[src/rtl/pipe_stage_skid.sv]
// Valid/ready pipeline stage with optional 2-entry skid buffer, flush,
// occupancy reporting and saturating stall/flush performance counters.
//
// state    | meaning
// ---------+---------------------------------------------------------
// ST_EMPTY | no valid entry, out_valid=0
// ST_ONE   | main entry valid, skid entry free
// ST_FULL  | main and skid entries valid, upstream held off
module pipe_stage_skid #(
  parameter int                DATA_W   = 19,
  parameter bit                SKID_EN  = 1'b1,
  parameter int                CNT_W    = 16,
  parameter logic [DATA_W-1:0] RST_DATA = '0
) (
  input  logic              clk,
  input  logic              rst,
  input  logic              in_valid,
  input  logic [DATA_W-1:0] in_data,
  output logic              in_ready,
  output logic              out_valid,
  output logic [DATA_W-1:0] out_data,
  input  logic              out_ready,
  input  logic              flush,
  input  logic              cnt_clr,
  output logic [1:0]        occ,
  output logic [CNT_W-1:0]  stall_cnt,
  output logic [CNT_W-1:0]  flush_cnt
);

  typedef enum logic [1:0] {
    ST_EMPTY = 2'd0,
    ST_ONE   = 2'd1,
    ST_FULL  = 2'd2
  } state_t;

  localparam logic [CNT_W-1:0] CNT_ONE = 1;
  localparam logic [CNT_W-1:0] CNT_MAX = '1;

  state_t            state_q, state_d;
  logic [DATA_W-1:0] main_q, skid_q;
  logic              in_ready_q;
  logic              acc_in, acc_out;
  logic              ld_main_in, ld_main_skid, ld_skid;
  logic              stall_ev, flush_ev;

  // With SKID_EN=0 the FULL state is unreachable: in_ready is low whenever
  // ONE is held without a downstream transfer.
  assign in_ready  = SKID_EN ? in_ready_q : (!out_valid || out_ready);
  assign out_valid = (state_q != ST_EMPTY);
  assign out_data  = main_q;
  assign occ       = state_q;
  assign acc_in    = in_valid && in_ready;
  assign acc_out   = out_valid && out_ready;
  assign stall_ev  = out_valid && !out_ready;
  assign flush_ev  = flush && (state_q != ST_EMPTY);

  always_comb begin
    state_d      = state_q;
    ld_main_in   = 1'b0;
    ld_main_skid = 1'b0;
    ld_skid      = 1'b0;
    if (flush) begin
      state_d = ST_EMPTY;
    end else begin
      case (state_q)
        ST_EMPTY: if (acc_in) begin
          state_d    = ST_ONE;
          ld_main_in = 1'b1;
        end
        ST_ONE: begin
          if (acc_in && acc_out) begin
            ld_main_in = 1'b1;
          end else if (acc_in) begin
            state_d = ST_FULL;
            ld_skid = 1'b1;
          end else if (acc_out) begin
            state_d = ST_EMPTY;
          end
        end
        ST_FULL: if (acc_out) begin
          state_d      = ST_ONE;
          ld_main_skid = 1'b1;
        end
        default: state_d = ST_EMPTY;
      endcase
    end
  end

  always_ff @(posedge clk) begin
    if (!rst) begin
      state_q    <= ST_EMPTY;
      main_q     <= RST_DATA;
      skid_q     <= '0;
      in_ready_q <= 1'b1;
    end else begin
      state_q    <= state_d;
      in_ready_q <= (state_d != ST_FULL);
      if (flush)
        main_q <= RST_DATA;
      else if (ld_main_in)
        main_q <= in_data;
      else if (ld_main_skid)
        main_q <= skid_q;
      if (ld_skid)
        skid_q <= in_data;
    end
  end

  always_ff @(posedge clk) begin
    if (!rst) begin
      stall_cnt <= '0;
      flush_cnt <= '0;
    end else if (cnt_clr) begin
      stall_cnt <= '0;
      flush_cnt <= '0;
    end else begin
      if (stall_ev && stall_cnt != CNT_MAX)
        stall_cnt <= stall_cnt + CNT_ONE;
      if (flush_ev && flush_cnt != CNT_MAX)
        flush_cnt <= flush_cnt + CNT_ONE;
    end
  end

endmodule

[config.mk]
export PLATFORM = sky130hd
export DESIGN_NAME = pipe_stage_skid
export DESIGN_NICKNAME = d
export VERILOG_FILES = /design/src/rtl/pipe_stage_skid.sv
export SDC_FILE = /design/constraint.sdc
export NUM_CORES = 1
export LEC_CHECK = 0
export BUFFER_PORTS_ARGS = -buffer_cell sky130_fd_sc_hd__buf_2
export CAP_MARGIN = 20
export CORE_MARGIN = 3
export CORE_UTILIZATION = 50
export CTS_BUF_LIST = sky130_fd_sc_hd__clkbuf_8
export DETAILED_ROUTE_END_ITERATION = 10
export GPL_ROUTABILITY_DRIVEN = 0
export PLACE_DENSITY = 0.86
export SLEW_MARGIN = 25
export SYNTH_ARGS = -nofsm -noshare
export SYNTH_HDL_FRONTEND = slang
export SYNTH_SLANG_ARGS = --single-unit
export TNS_END_PERCENT = 5
[constraint.sdc]
create_clock -name clk -period 4.7 [get_ports clk]
set_clock_uncertainty 0.05 [all_clocks]
set_input_delay 0.235 -clock clk [delete_from_list [all_inputs] [get_ports clk]]
set_output_delay 0.235 -clock clk [all_outputs]
set_load 0.1 [all_outputs]
### After elaboration in Yosys (flattened, before gate mapping)

Cells that the tools add are included.

* add/sub/neg operators: 2
* bitwise operators: 1
* eq/ne operators: 5
* reductions and logical operators: 13
* mux-type cells: 19

Operators by type and width (count)
* $mux 19: 2
* $add 16x1->16 const B: 2
* $ne 16x16->1 const B: 2
* $mux 2: 6
* $mux 1: 9
* $logic_and 1x1->1: 7
* $pmux 2 s3: 1
* $reduce_bool 2->1: 2
* $reduce_or 2->1: 2
* $eq 2x1->1 const B: 1
* $eq 2x2->1 const B: 1
* $logic_not 2->1: 1
* $ne 2x2->1 const B: 1
* $pmux 1 s2: 1
* $logic_not 1->1: 1
* $not 1->1: 1

* word-level logic and storage cells: 46
* output and inout bits: 55
* flip-flop bits (word level): 73

### Longest topological paths before layout

Gate-level depths: netlist of the first run.

* depth after elaboration: 8
* depth in mapped cells: 7

### Worst setup path before layout of the first run

No wires, ideal clock.

* path kind: flip-flop to flip-flop
* start: reg flush_cnt[0]
* end: reg flush_cnt[12]
* cell stages (with the launch flop): 6
* library setup time: 0.070 ns
* arrival: 2.461 ns
* required time: 4.580 ns
* period minus slack after synthesis: 2.582 ns
* setup slack: 2.118 ns
* path through: dfxtp_1 > ha_1 > nand2_1 > or3_4 > or4_1 > a21oi_1

* word-level cells in the longest chain between the ends: 2

Ends and longest elaborated chain
* from (decl): RTL line 27 `output logic [CNT_W-1:0] flush_cnt`
* from (signal assigned): RTL line 120 `flush_cnt <= flush_cnt + CNT_ONE;`
* parallel branches: the longest is 2 deep, another holds $add 16x1->16

Parallel ways; which one is timed is not known.
A chain may end at the register's enable or synchronous reset.

### Worst setup path in the final report of the first run

* start: reg state_q[1], in the netlist occ[1]
* end: reg stall_cnt[9]

* word-level cells in the longest chain between the ends: 3

Ends and longest elaborated chain
* from (decl): RTL line 39 `state_t state_q, state_d;`
* from (signal assigned): RTL line 96 `state_q <= state_d;`
* $reduce_bool 2->1: RTL line 49 `assign out_valid = (state_q != ST_EMPTY);`
* $logic_and 1x1->1: RTL line 54 `assign stall_ev = out_valid && !out_ready;`
* $logic_and 1x1->1: RTL line 117 `if (stall_ev && stall_cnt != CNT_MAX)`
* to (signal assigned): RTL line 118 `stall_cnt <= stall_cnt + CNT_ONE;`
* to (decl): RTL line 26 `output logic [CNT_W-1:0] stall_cnt,`

No other way between the ends.

==> Implementation_results.wiki, run 1 <==
{| class="wikitable"
! Metric !! Value
|-
| Die height || 89.4 um
|-
| IO buf count || around 80
|-
| Portion of the post-synthesis area used by sequential elements || 0.421
|-
| Source-to-sink clock delay at the later pin of the worst-skew pair || ~0.36 ns
|-
| Number of hold buffers added after cts || 0
|-
| Antenna diodes || 0
|-
| Run status || completed
|-
| Tightest slew margin relative to the limit || 0.336
|-
| Ranking of synthesized cells by instance count || 94 x sky130_fd_sc_hd__nand2_1, 73 x sky130_fd_sc_hd__dfxtp_1, 28 x sky130_fd_sc_hd__a21oi_1
|-
| Fin Setup TNS || 0 ns
|-
| Synthesized area || ~0.0035 sq mm
|-
| Hold slack || between 0.08 and 0.09 ns
|-
| Final Util || 0.628
|-
| Highest ir drop seen on vdd || between 0.15 and 0.2 mV
|-
| Synthesis warning total || 0
|-
| Reg2reg setup slack || between 2 and 3 ns
|-
| RSZ-0062 raised after global routing || false
|-
| Starting utilization of the core area || 0.532
|-
| Async set-reset flop share out of synthesis || 0
|-
| Post-placement worst setup slack || 2.56 ns
|-
| Startpoint of the lowest-slack register-to-register path || occ[1]$_SDFF_PN0_
|-
| Total design power || between 1 and 1.5 mW
|-
| Leakage || 1.53 nW
|-
| H-tree depth reported by CTS || 3
|-
| Die X || 89.4 um
|-
| Pin count of the biggest net entering global routing || 28
|-
| Critical path start-end classification || reg2reg
|-
| Min cycle time layout || 2.16 ns
|-
| Core Region || 0.00653 sq mm
|-
| Distinct cell type count of the synthesized netlist || 46
|-
| Worst setup slack after layout || ~2.5 ns
|-
| Total nets after synthesis || 450
|-
| Global route overflow || 0
|-
| # rows || 29
|-
| Last element of the critical path || stall_cnt[9]$_SDFFE_PP0P_
|-
| Post-DP HPWL || 6000 um
|-
| Ports placed on the boundary || 80
|-
| Total setup violations reported at the end of the flow || 0
|-
| Fraction of layout instances using a drive strength above 1 || 0.214
|-
| Number of global-route vias before repair || around 3,100
|-
| Clock Root Buffer || sky130_fd_sc_hd__clkbuf_8
|-
| Dominant cell type by area after synthesis || sky130_fd_sc_hd__dfxtp_1
|-
| Top FF cell, synth || sky130_fd_sc_hd__dfxtp_1
|-
| Clock slew at reported path FFs || 0.08 ns
|-
| Total wire length || approximately 8700 um
|-
| Pwr per Cell Area || 326 mW/mm^2
|-
| TritonCTS clock tree || done
|-
| Maximum fanout count along the critical path || 15
|-
| Number of buffers created by CTS || 9
|-
| Post-route DRC violation count || 0
|-
| Post-route ant nets || 0
|-
| Fin crit share || 0.459
|-
| Worst endpoint data arrival time || approximately 2.4 ns
|-
| Number of synthesized register bits || 73
|-
| Number of antenna violations at the first check in global routing || 0
|-
| Maximum buffer depth of the clock tree || 2
|-
| Kind of start point of the critical path || register
|-
| Count of clock tree sinks || 73
|-
| Number of cells produced by synthesis || 423
|-
| Logic depth of the worst register-to-register path || 4
|-
| Fin. max-slew vios || 0
|-
| Most common cell in the synthesized netlist || sky130_fd_sc_hd__nand2_1
|-
| Transition time at the pin with the least slew margin || between 0.9 and 1 ns
|-
| Global-route wire length before repair || 14,100 um
|-
| Yosys top cell area share || 0.421
|-
| Via density per instance || between 5 and 6
|-
| Most area-consuming cells after synthesis || sky130_fd_sc_hd__dfxtp_1 42%, sky130_fd_sc_hd__nand2_1 10%, sky130_fd_sc_hd__mux2i_1 4.3%
|-
| Final nets || 518
|-
| Origin of the worst setup path || occ[1]$_SDFF_PN0_
|-
| Final Hold Viols || 0
|-
| Worst path required time || a little under 5 ns
|-
| First drt pass iteration count || 4
|-
| Overall via count from detail_route || 3,376
|-
| Post-CTS sizing || 0
|-
| Maximum capacitance violations || 0
|-
| Highest clock frequency the design can meet || 464 MHz
|-
| Area growth from synthesis to layout || 18.1%
|-
| Crit path capture type || register
|-
| Routed wire per std cell || about 15 um
|-
| Fill cell total of the finished layout || about 570
|-
| End of the worst register-to-register path || stall_cnt[9]$_SDFFE_PP0P_
|-
| Die area || around 0.008 sq mm
|-
| Drt first-iter violations || a little under 200
|-
| Number of buffers inserted by post-CTS setup repair || 0
|-
| Post-synth EDFFs || 0
|-
| Mean cell area of the mapped netlist || 8.21 sq um
|-
| Min-delay worst type || in2reg
|-
| All-Layer GR Usage || 0.224
|}
==> logic make-up after synthesis <==
family	share of synthesized area
buffers and inverters	0.0396
AND/OR/NAND/NOR	0.267
adder cells (fa/ha/maj)	0.00720
flip-flops	0.421
AO/OA/AOI/OAI	0.223
multiplexers	0.0432
==> stage by stage <==
| stage | instances | area, sq um |
|---|---|---|
| after floorplan | 423 | 3470 |
| after global placement | 556 | 3880 |
| after detailed placement | 556 | 3880 |
| after CTS | 572 | 4100 |
| after global routing | 573 | 4100 |
| final | 573 | 4100 |
==> layout make-up <==
type	count	area, sq um	area share
Sequential cell	73	1460	0.356
Clock inverter	7	93.8	0.0229
Clock buffer	9	124	0.0302
Multi-Input combinational cell	318	1880	0.458
Inverter	6	22.5	0.00549
Timing Repair Buffer	83	425	0.104
Tap cell	77	96.3	0.0235
==> placed cells by master, fill, tap and decap left out, types with 7 or more instances in the layout <==
cell type | synthesis | layout
sky130_fd_sc_hd__mux2i_1 | 15 | 15
sky130_fd_sc_hd__and4_1 | 7 | 7
sky130_fd_sc_hd__nand4_1 | 13 | 13
sky130_fd_sc_hd__a21boi_0 | 19 | 19
sky130_fd_sc_hd__buf_2 | 11 | 79
sky130_fd_sc_hd__o21ai_0 | 27 | 27
sky130_fd_sc_hd__a31oi_1 | 16 | 16
sky130_fd_sc_hd__nand2b_1 | 7 | 7
sky130_fd_sc_hd__nand2_1 | 94 | 94
sky130_fd_sc_hd__clkbuf_8 | 0 | 9
sky130_fd_sc_hd__o31ai_1 | 9 | 8
sky130_fd_sc_hd__a21oi_1 | 28 | 28
sky130_fd_sc_hd__dfxtp_1 | 73 | 73
sky130_fd_sc_hd__or4_1 | 11 | 11
sky130_fd_sc_hd__nand3_1 | 10 | 10
==> routing by layer <==
| metal | track usage | wire, um |
|---|---|---|
| met2 | 0.397 | 4310 |
| met1 | 0.265 | 3690 |
| met4 | 0.0514 | 75 |
| met5 | 0 | 0 |
| met3 | 0.0700 | 633 |
==> registers in the layout, summed over array words and instances, names as in the netlist <==
name and flops:
occ 2, flush_cnt 16, in_ready 1, stall_cnt 16
skid_q 19, out_data 19
==> worst min path at each step <==
stage	from	end	slack (ns)	cells after the start
after global placement	skid_q[10]$_SDFFE_PN0P_	skid_q[10]$_SDFFE_PN0P_	0.40	2
after floorplan	in_data[10]	skid_q[10]$_SDFFE_PN0P_	0.33	2
after CTS	in_data[13]	skid_q[13]$_SDFFE_PN0P_	0.08	3
after detailed placement	skid_q[8]$_SDFFE_PN0P_	skid_q[8]$_SDFFE_PN0P_	0.41	2
after global routing	in_data[4]	skid_q[4]$_SDFFE_PN0P_	0.07	3
final	in_data[6]	skid_q[6]$_SDFFE_PN0P_	0.09	3
==> power by group <==
part           internal [mW]  switching [mW]
logic                 0.0340           0.122
clock network          0.299           0.249
registers              0.629         0.00746
total                  0.961           0.378
==> worst max-delay path: stages (launching register included) <==
cell	delay, ns
sky130_fd_sc_hd__dfxtp_1	0.65
sky130_fd_sc_hd__o21bai_1	0.24
sky130_fd_sc_hd__or3_1	0.50
sky130_fd_sc_hd__or4_1	0.49
sky130_fd_sc_hd__a21oi_1	0.15
(Power assumes the default switching activity.)
==> run 2, diff against run 1 <==
--- a/config.mk
+++ b/config.mk
@@ -12,7 +12,7 @@
 export CTS_BUF_LIST = sky130_fd_sc_hd__clkbuf_8
 export DETAILED_ROUTE_END_ITERATION = 10
 export GPL_ROUTABILITY_DRIVEN = 0
-export PLACE_DENSITY = 0.86
+export PLACE_DENSITY = 0.89
 export SLEW_MARGIN = 25
 export SYNTH_ARGS = -nofsm -noshare
 export SYNTH_HDL_FRONTEND = slang
==> constraint.sdc (replaced) <==
create_clock -name clk -period 1.78 [get_ports clk]
set_clock_uncertainty 0.05 [all_clocks]
set_input_delay 0.089 -clock clk [delete_from_list [all_inputs] [get_ports clk]]
set_output_delay 0.089 -clock clk [all_outputs]
set_load 0.1 [all_outputs]
==> Implementation_results.wiki, run 2 (synthesis results as in run 1) <==
{| class="wikitable"
! Metric !! Value
|-
| Clock Root Buffer || sky130_fd_sc_hd__clkbuf_8 (unchanged)
|-
| Run status || completed (unchanged)
|-
| Total setup violations reported at the end of the flow || 0 (unchanged)
|-
| Number of global-route vias before repair || 3,383 (was 3,113)
|-
| Overall via count from detail_route || 3,672 (was 3,376)
|-
| Min-delay worst type || in2reg (unchanged)
|-
| Post-DP HPWL || 6420 um (was 6000 um)
|-
| Post-placement worst setup slack || 0.0688 ns (was 2.56 ns)
|-
| Maximum capacitance violations || 0 (unchanged)
|-
| Sequential power share || 0.455 (was 0.475)
|-
| Tightest slew margin relative to the limit || 0.487 (was 0.336)
|-
| Transition time at the pin with the least slew margin || 0.770 ns (was 0.996 ns)
|-
| Proportion of total power due to net switching || 0.265 (was 0.282)
|-
| Final Hold Viols || 0 (unchanged)
|-
| Startpoint of the lowest-slack register-to-register path || flush_cnt[1]$_SDFFE_PP0P_ (was occ[1]$_SDFF_PN0_)
|-
| Starting utilization of the core area || 0.532 (unchanged)
|-
| Clock slew at reported path FFs || 0.07 ns (was 0.08 ns)
|-
| Antenna diodes || 0 (unchanged)
|-
| IO buf count || 79 (unchanged)
|-
| Number of buffers created by CTS || 9 (unchanged)
|-
| Die X || 89.4 um (unchanged)
|-
| Number of standard cells in the layout, taps in and fillers out || 606 (was 573)
|-
| Top Family by Delay on Critical Path || simple AND/OR/NAND/NOR gates (unchanged)
|-
| Last element of the critical path || flush_cnt[12]$_SDFFE_PP0P_ (was stall_cnt[9]$_SDFFE_PP0P_)
|-
| Number of instances in the placed design || 572 (was 556)
|-
| NetSw || 0.958 mW (was 0.378 mW)
|-
| Core Region || 0.00653 sq mm (unchanged)
|-
| Final Util || 0.711 (was 0.628)
|-
| Most frequent standard cell in the layout excluding fill and tap cells || sky130_fd_sc_hd__nand2_1 (unchanged)
|-
| Total wire length || 9760 um (was 8710 um)
|-
| Worst setup slack after layout || 0.0506 ns (was 2.54 ns)
|-
| All-Layer GR Usage || 0.255 (was 0.224)
|-
| Combined buffer and inverter count along the critical path || 0 (unchanged)
|-
| Maximum single-stage delay on the critical path || 0.49 ns (was 0.65 ns)
|-
| Die height || 89.4 um (unchanged)
|-
| First drt pass iteration count || 5 (was 4)
|-
| Post-route ant nets || 0 (unchanged)
|-
| Origin of the worst setup path || flush_cnt[1]$_SDFFE_PP0P_ (was occ[1]$_SDFF_PN0_)
|-
| Die area || 0.00799 sq mm (unchanged)
|-
| Cell-internal power || 2.65 mW (was 0.961 mW)
|-
| Count of clock tree sinks || 73 (unchanged)
|-
| Fraction of layout instances using a drive strength above 1 || 0.316 (was 0.214)
|-
| Cell chain of the critical path || ha_4, nand2_2, or3_4, or4_1, a21oi_2 (was o21bai_1, or3_1, or4_1, a21oi_1)
|-
| Ports placed on the boundary || 80 (unchanged)
|-
| TritonCTS clock tree || done (unchanged)
|-
| Leakage || 1.73 nW (was 1.53 nW)
|-
| Kind of start point of the critical path || register (unchanged)
|-
| RSZ-0062 raised after global routing || true (was false)
|-
| Global-route wire length before repair || 15,900 um (was 14,100 um)
|-
| Global route overflow || 0 (unchanged)
|-
| Drt first-iter violations || 185 (was 193)
|-
| Highest clock frequency the design can meet || 578 MHz (was 464 MHz)
|-
| Clock share of power || 0.411 (was 0.409)
|-
| Pin count of the biggest net entering global routing || 27 (was 28)
|-
| Highest-count cells in the layout ignoring fill and taps || 91 x sky130_fd_sc_hd__nand2_1, 79 x sky130_fd_sc_hd__buf_2, 38 x sky130_fd_sc_hd__dfxtp_1, 27 x sky130_fd_sc_hd__o21ai_0, 27 x sky130_fd_sc_hd__dfxtp_4 (was 94 x sky130_fd_sc_hd__nand2_1, 79 x sky130_fd_sc_hd__buf_2, 73 x sky130_fd_sc_hd__dfxtp_1, 28 x sky130_fd_sc_hd__a21oi_1, 27 x sky130_fd_sc_hd__o21ai_0)
|-
| Critical Path Slowest Stage Cell || sky130_fd_sc_hd__or4_1 (was sky130_fd_sc_hd__dfxtp_1)
|-
| Worst path required time || 2.01 ns (was 4.92 ns)
|-
| Post-route DRC violation count || 0 (unchanged)
|-
| Area growth from synthesis to layout || 33.6% (was 18.1%)
|-
| Worst endpoint data arrival time || 1.96 ns (was 2.38 ns)
|-
| Fin crit share || 0.972 (was 0.459)
|-
| Share of total power in combinational logic || 0.133 (was 0.117)
|-
| Fin. max-slew vios || 0 (unchanged)
|-
| Maximum fanout count along the critical path || 6 (was 15)
|-
| Min cycle time layout || 1.73 ns (was 2.16 ns)
|-
| Pwr per Cell Area || 778 mW/mm^2 (was 326 mW/mm^2)
|-
| Crit path capture type || register (unchanged)
|-
| Logic depth of the worst register-to-register path || 5 (was 4)
|-
| Total number of cells along the worst setup path || 5 (was 4)
|-
| Highest ir drop seen on vdd || 0.433 mV (was 0.199 mV)
|-
| H-tree depth reported by CTS || 3 (unchanged)
|-
| Number of antenna violations at the first check in global routing || 0 (unchanged)
|-
| Via density per instance || 6.06 (was 5.89)
|-
| Routed wire per std cell || 16.1 um (was 15.2 um)
|-
| # rows || 29 (unchanged)
|-
| Critical path start-end classification || reg2reg (unchanged)
|-
| Final nets || 552 (was 518)
|-
| Reg2reg setup slack || 0.05 ns (was 2.54 ns)
|-
| End of the worst register-to-register path || flush_cnt[12]$_SDFFE_PP0P_ (was stall_cnt[9]$_SDFFE_PP0P_)
|-
| Maximum buffer depth of the clock tree || 2 (unchanged)
|-
| Source-to-sink clock delay at the later pin of the worst-skew pair || 0.35 ns (was 0.36 ns)
|}
## run 2: layout make-up
type                       instances  area [sq um]
fill                             501          1890
tap                               77          96.3
clock buffer                      12           165
multi-input combinational        318          1970
inverter                           6          22.5
timing repair buffer             117           753
sequential                        73          1570
clock inverter                     3          63.8
## run 2: worst min-delay path by stage
stage | start | to | slack, ns | cells after the start
global route | rst | skid_q[8]$_SDFFE_PN0P_ | 0.20 | 3
finish | in_valid | skid_q[0]$_SDFFE_PN0P_ | 0.14 | 4
CTS | in_valid | skid_q[0]$_SDFFE_PN0P_ | 0.13 | 4
floorplan | in_data[10] | skid_q[10]$_SDFFE_PN0P_ | 0.18 | 2
global placement | in_data[13] | skid_q[13]$_SDFFE_PN0P_ | 0.30 | 3
detailed placement | in_data[8] | skid_q[8]$_SDFFE_PN0P_ | 0.31 | 3
## run 2: worst register-to-register path, cell delays in order (launching register included)
cell and delay [ns]:
sky130_fd_sc_hd__dfxtp_4 0.37, sky130_fd_sc_hd__ha_4 0.15, sky130_fd_sc_hd__nand2_2 0.09, sky130_fd_sc_hd__or3_4 0.37, sky130_fd_sc_hd__or4_1 0.49, sky130_fd_sc_hd__a21oi_2 0.13
## run 2: what timing repair did
action,4_1_cts,5_1_grt
endpoints found under the setup margin,0,14
hold buffers,19,0
setup buffers,0,0
endpoints found under the hold margin,34,0
resized for setup,0,8
## run 2: power by group through the flow
stage / Sequential, mW / Combinational, mW / Clock, mW
final: 1.64 / 0.481 / 1.49
after global routing: 1.65 / 0.506 / 1.57
after CTS: 1.64 / 0.475 / 1.50
after detailed placement: 1.68 / 0.442 / 0
after global placement: 1.68 / 0.436 / 0
after floorplan: 1.85 / 0.150 / 0
## run 2: routing by layer
metal	GRT usage	share of wire	vias up
li1	-	-	1773
met1	0.315	0.41	1717
met2	0.433	0.50	170
met3	0.0516	0.081	12
met4	0.100	0.016	0
met5	0	0	-
## run 2: stage by stage
| step | hold WS (ns) | power [mW] | instance area, sq um | setup TNS [ns] |
|---|---|---|---|---|
| floorplan | 0.184 | 2.00 | 3640 | -3.21 |
| global placement | 0.302 | 2.11 | 4180 | 0 |
| detailed placement | 0.314 | 2.12 | 4180 | 0 |
| CTS | 0.131 | 3.62 | 4600 | 0 |
| global route | 0.200 | 3.73 | 4640 | -0.00689 |
| finish | 0.138 | 3.61 | 4640 | 0 |
==> run 3, diff against run 2 <==
--- a/config.mk
+++ b/config.mk
@@ -10,9 +10,11 @@
 export CORE_MARGIN = 3
 export CORE_UTILIZATION = 50
 export CTS_BUF_LIST = sky130_fd_sc_hd__clkbuf_8
+export CTS_CLUSTER_DIAMETER = 60
 export DETAILED_ROUTE_END_ITERATION = 10
 export GPL_ROUTABILITY_DRIVEN = 0
 export PLACE_DENSITY = 0.89
+export SKIP_LAST_GASP = 1
 export SLEW_MARGIN = 25
 export SYNTH_ARGS = -nofsm -noshare
 export SYNTH_HDL_FRONTEND = slang
==> constraint.sdc (replaced) <==
create_clock -name clk -period 1.78 [get_ports clk]
set_clock_uncertainty 0.05 [all_clocks]
set_input_delay 0.178 -clock clk [delete_from_list [all_inputs] [get_ports clk]]
set_output_delay 0.178 -clock clk [all_outputs]
set_load 0.1 [all_outputs]
==> Implementation_results.wiki, run 3 (synthesis results as in run 1) <==
{| class="wikitable"
! Metric !! Value
|-
| End of the worst register-to-register path || stall_cnt[9]$_SDFFE_PP0P_ (was flush_cnt[12]$_SDFFE_PP0P_)
|-
| Count of clock tree sinks || 73 (unchanged)
|-
| Clock Root Buffer || sky130_fd_sc_hd__clkbuf_8 (unchanged)
|-
| Global route overflow || 0 (unchanged)
|-
| Drt first-iter violations || 150 (was 185)
|-
| TritonCTS clock tree || done (unchanged)
|-
| Area taken by flip-flops and latches || 0.00157 sq mm (unchanged)
|-
| Highest-count cells in the layout ignoring fill and taps || 92 x sky130_fd_sc_hd__nand2_1, 79 x sky130_fd_sc_hd__buf_2, 38 x sky130_fd_sc_hd__dfxtp_1, 28 x sky130_fd_sc_hd__a21oi_1 (was 91 x sky130_fd_sc_hd__nand2_1, 79 x sky130_fd_sc_hd__buf_2, 38 x sky130_fd_sc_hd__dfxtp_1, 27 x sky130_fd_sc_hd__o21ai_0, 27 x sky130_fd_sc_hd__dfxtp_4)
|-
| Ports placed on the boundary || 80 (unchanged)
|-
| First drt pass iteration count || 4 (was 5)
|-
| Via density per instance || 6.06 (about the same)
|-
| Antenna diodes || 0 (unchanged)
|-
| Routed metal-1 wirelength || 3910 um (was 3960 um)
|-
| Uppermost layer routed || met4 (unchanged)
|-
| Fin crit share || 0.993 (was 0.972)
|-
| Critical path start-end classification || reg2reg (unchanged)
|-
| Fill cell total of the finished layout || 543 (was 501)
|-
| Fraction of layout instances using a drive strength above 1 || 0.314 (was 0.316)
|-
| Clock slew at reported path FFs || 0.08 ns (was 0.07 ns)
|-
| Depth of the worst hold-timing path || 3 (was 4)
|-
| Fin. max-slew vios || 0 (unchanged)
|-
| Starting utilization of the core area || 0.532 (unchanged)
|-
| Logic depth of the worst register-to-register path || 4 (was 5)
|-
| Post-route ant nets || 0 (unchanged)
|-
| Leakage || 1.65 nW (was 1.73 nW)
|-
| Area growth from synthesis to layout || 27.4% (was 33.6%)
|-
| Total setup violations reported at the end of the flow || 0 (unchanged)
|-
| Worst path required time || 2.00 ns (was 2.01 ns)
|-
| Die area || 0.00799 sq mm (unchanged)
|-
| Kind of start point of the critical path || register (unchanged)
|-
| Min cycle time layout || 1.77 ns (was 1.73 ns)
|-
| Overall via count from detail_route || 3,551 (was 3,672)
|-
| Global-route wire length before repair || 15,100 um (was 15,900 um)
|-
| Startpoint of the lowest-slack register-to-register path || occ[1]$_SDFF_PN0_ (was flush_cnt[1]$_SDFFE_PP0P_)
|-
| Final nets || 532 (was 552)
|-
| Source-to-sink clock delay at the later pin of the worst-skew pair || 0.35 ns (about the same)
|-
| Post-DP HPWL || 6380 um (was 6420 um)
|-
| Die X || 89.4 um (unchanged)
|-
| Post-route DRC violation count || 0 (unchanged)
|-
| Final Hold Viols || 0 (unchanged)
|-
| Die height || 89.4 um (unchanged)
|-
| Total wire length || 9340 um (was 9760 um)
|-
| Beginning of the worst hold path || in_data[9] (was in_valid)
|-
| Crit path capture type || register (unchanged)
|-
| Number of global-route vias before repair || 3,282 (was 3,383)
|-
| Highest ir drop seen on vdd || 0.489 mV (was 0.433 mV)
|-
| Core Region || 0.00653 sq mm (unchanged)
|-
| Number of buffers inserted by post-CTS setup repair || 0 (unchanged)
|-
| Pin count of the biggest net entering global routing || 25 (was 27)
|-
| Run status || completed (unchanged)
|-
| Wire length on met3 || 752 um (was 795 um)
|-
| # rows || 29 (unchanged)
|-
| Pwr per Cell Area || 818 mW/mm^2 (was 778 mW/mm^2)
|-
| Number of antenna violations at the first check in global routing || 0 (unchanged)
|-
| RSZ-0062 raised after global routing || true (unchanged)
|-
| Min-delay worst type || in2reg (unchanged)
|-
| Highest clock frequency the design can meet || 566 MHz (was 578 MHz)
|-
| Worst endpoint data arrival time || 1.99 ns (was 1.96 ns)
|-
| IO buf count || 79 (unchanged)
|-
| Maximum fanout count along the critical path || 15 (was 6)
|-
| Combined area of the multi-input logic cells || 0.00194 sq mm (was 0.00197 sq mm)
|-
| All-Layer GR Usage || 0.242 (was 0.255)
|-
| Maximum capacitance violations || 0 (unchanged)
|-
| Maximum buffer depth of the clock tree || 2 (unchanged)
|-
| Reg2reg setup slack || 0.01 ns (was 0.05 ns)
|-
| Final Util || 0.678 (was 0.711)
|-
| H-tree depth reported by CTS || 3 (unchanged)
|-
| End of the worst hold path || skid_q[9]$_SDFFE_PN0P_ (was skid_q[0]$_SDFFE_PN0P_)
|-
| Total design power || 3.62 mW (was 3.61 mW)
|-
| Tightest slew margin relative to the limit || 0.650 (was 0.487)
|-
| Sum of met2 wire segment lengths after detailed routing || 4490 um (was 4840 um)
|-
| Transition time at the pin with the least slew margin || 0.524 ns (was 0.770 ns)
|-
| Most frequent standard cell in the layout excluding fill and tap cells || sky130_fd_sc_hd__nand2_1 (unchanged)
|-
| Number of hold buffers added after cts || 0 (was 19)
|-
| Routed wire per std cell || 15.9 um (was 16.1 um)
|-
| Number of buffers created by CTS || 9 (unchanged)
|}
==> run 3: cell types whose count changed in the layout (fill, tap and decap cells not counted), sizes merged <==
cell | before | now
bufinv | 2 | 3
dlygate4sd3 | 19 | 0
clkbuf | 12 | 9
buf | 98 | 97
clkinv | 0 | 2
==> run 3: worst max path at each step <==
stage	to	slack, ns	start	cells past startpoint
final	stall_cnt[9]$_SDFFE_PP0P_	0.01	occ[1]$_SDFF_PN0_	4
after global routing	flush_cnt[4]$_SDFFE_PP0P_	-0.07	flush_cnt[3]$_SDFFE_PP0P_	6
after CTS	stall_cnt[9]$_SDFFE_PP0P_	0.03	occ[1]$_SDFF_PN0_	4
after detailed placement	stall_cnt[9]$_SDFFE_PP0P_	0.05	occ[1]$_SDFF_PN0_	4
after global placement	flush_cnt[14]$_SDFFE_PP0P_	0.12	occ[1]$_SDFF_PN0_	4
after floorplan	flush_cnt[14]$_SDFFE_PP0P_	-0.1	flush_cnt[4]$_SDFFE_PP0P_	4
==> run 3: final cells by class <==
cell class / count / share of cell area
flip-flops and latches: 73 / 0.355
multi-input cells: 318 / 0.437
inverters: 6 / 0.00509
well taps: 77 / 0.0218
clock inverters: 6 / 0.0240
repair buffers: 97 / 0.128
clock buffers: 9 / 0.0280
==> run 3: power breakdown <==
group          internal, mW  total (mW)  switching [mW]
Sequential             1.62        1.64          0.0203
Clock                 0.919        1.53           0.615
Combinational         0.113       0.445           0.333
Total                  2.65        3.62           0.968
==> run 3: repair_timing <==
| item | in CTS | in global routing |
|---|---|---|
| endpoints found under the setup margin | 0 | 8 |
| hold endpoints to repair | 0 | 0 |
| resized for setup | 0 | 1 |
==> run 3: critical path, cell delays in order (launching register included) <==
cell	delay (ns)
sky130_fd_sc_hd__dfxtp_4	0.47
sky130_fd_sc_hd__o21bai_4	0.11
sky130_fd_sc_hd__or3_1	0.48
sky130_fd_sc_hd__or4_1	0.45
sky130_fd_sc_hd__a21oi_1	0.14
==> run 3: metrics by stage <==
stage	setup TNS [ns]	area, sq um	hold slack, ns	setup slack [ns]	instances
3_3_place_gp	0	4190	0.390	0.117	571
6_report	0	4430	0.0314	0.0132	586
5_1_grt	-0.234	4430	0.0400	-0.0680	586
3_5_place_dp	0	4190	0.397	0.0544	571
2_1_floorplan	-3.21	3640	0.273	-0.0984	423
4_1_cts	0	4420	0.0172	0.0308	586
==> run 3: routing by layer <==
metal  up-vias  track usage
met5         -            0
met4         0        0.108
met3        20       0.0618
met2       149        0.407
met1      1657        0.290
li1       1725            -
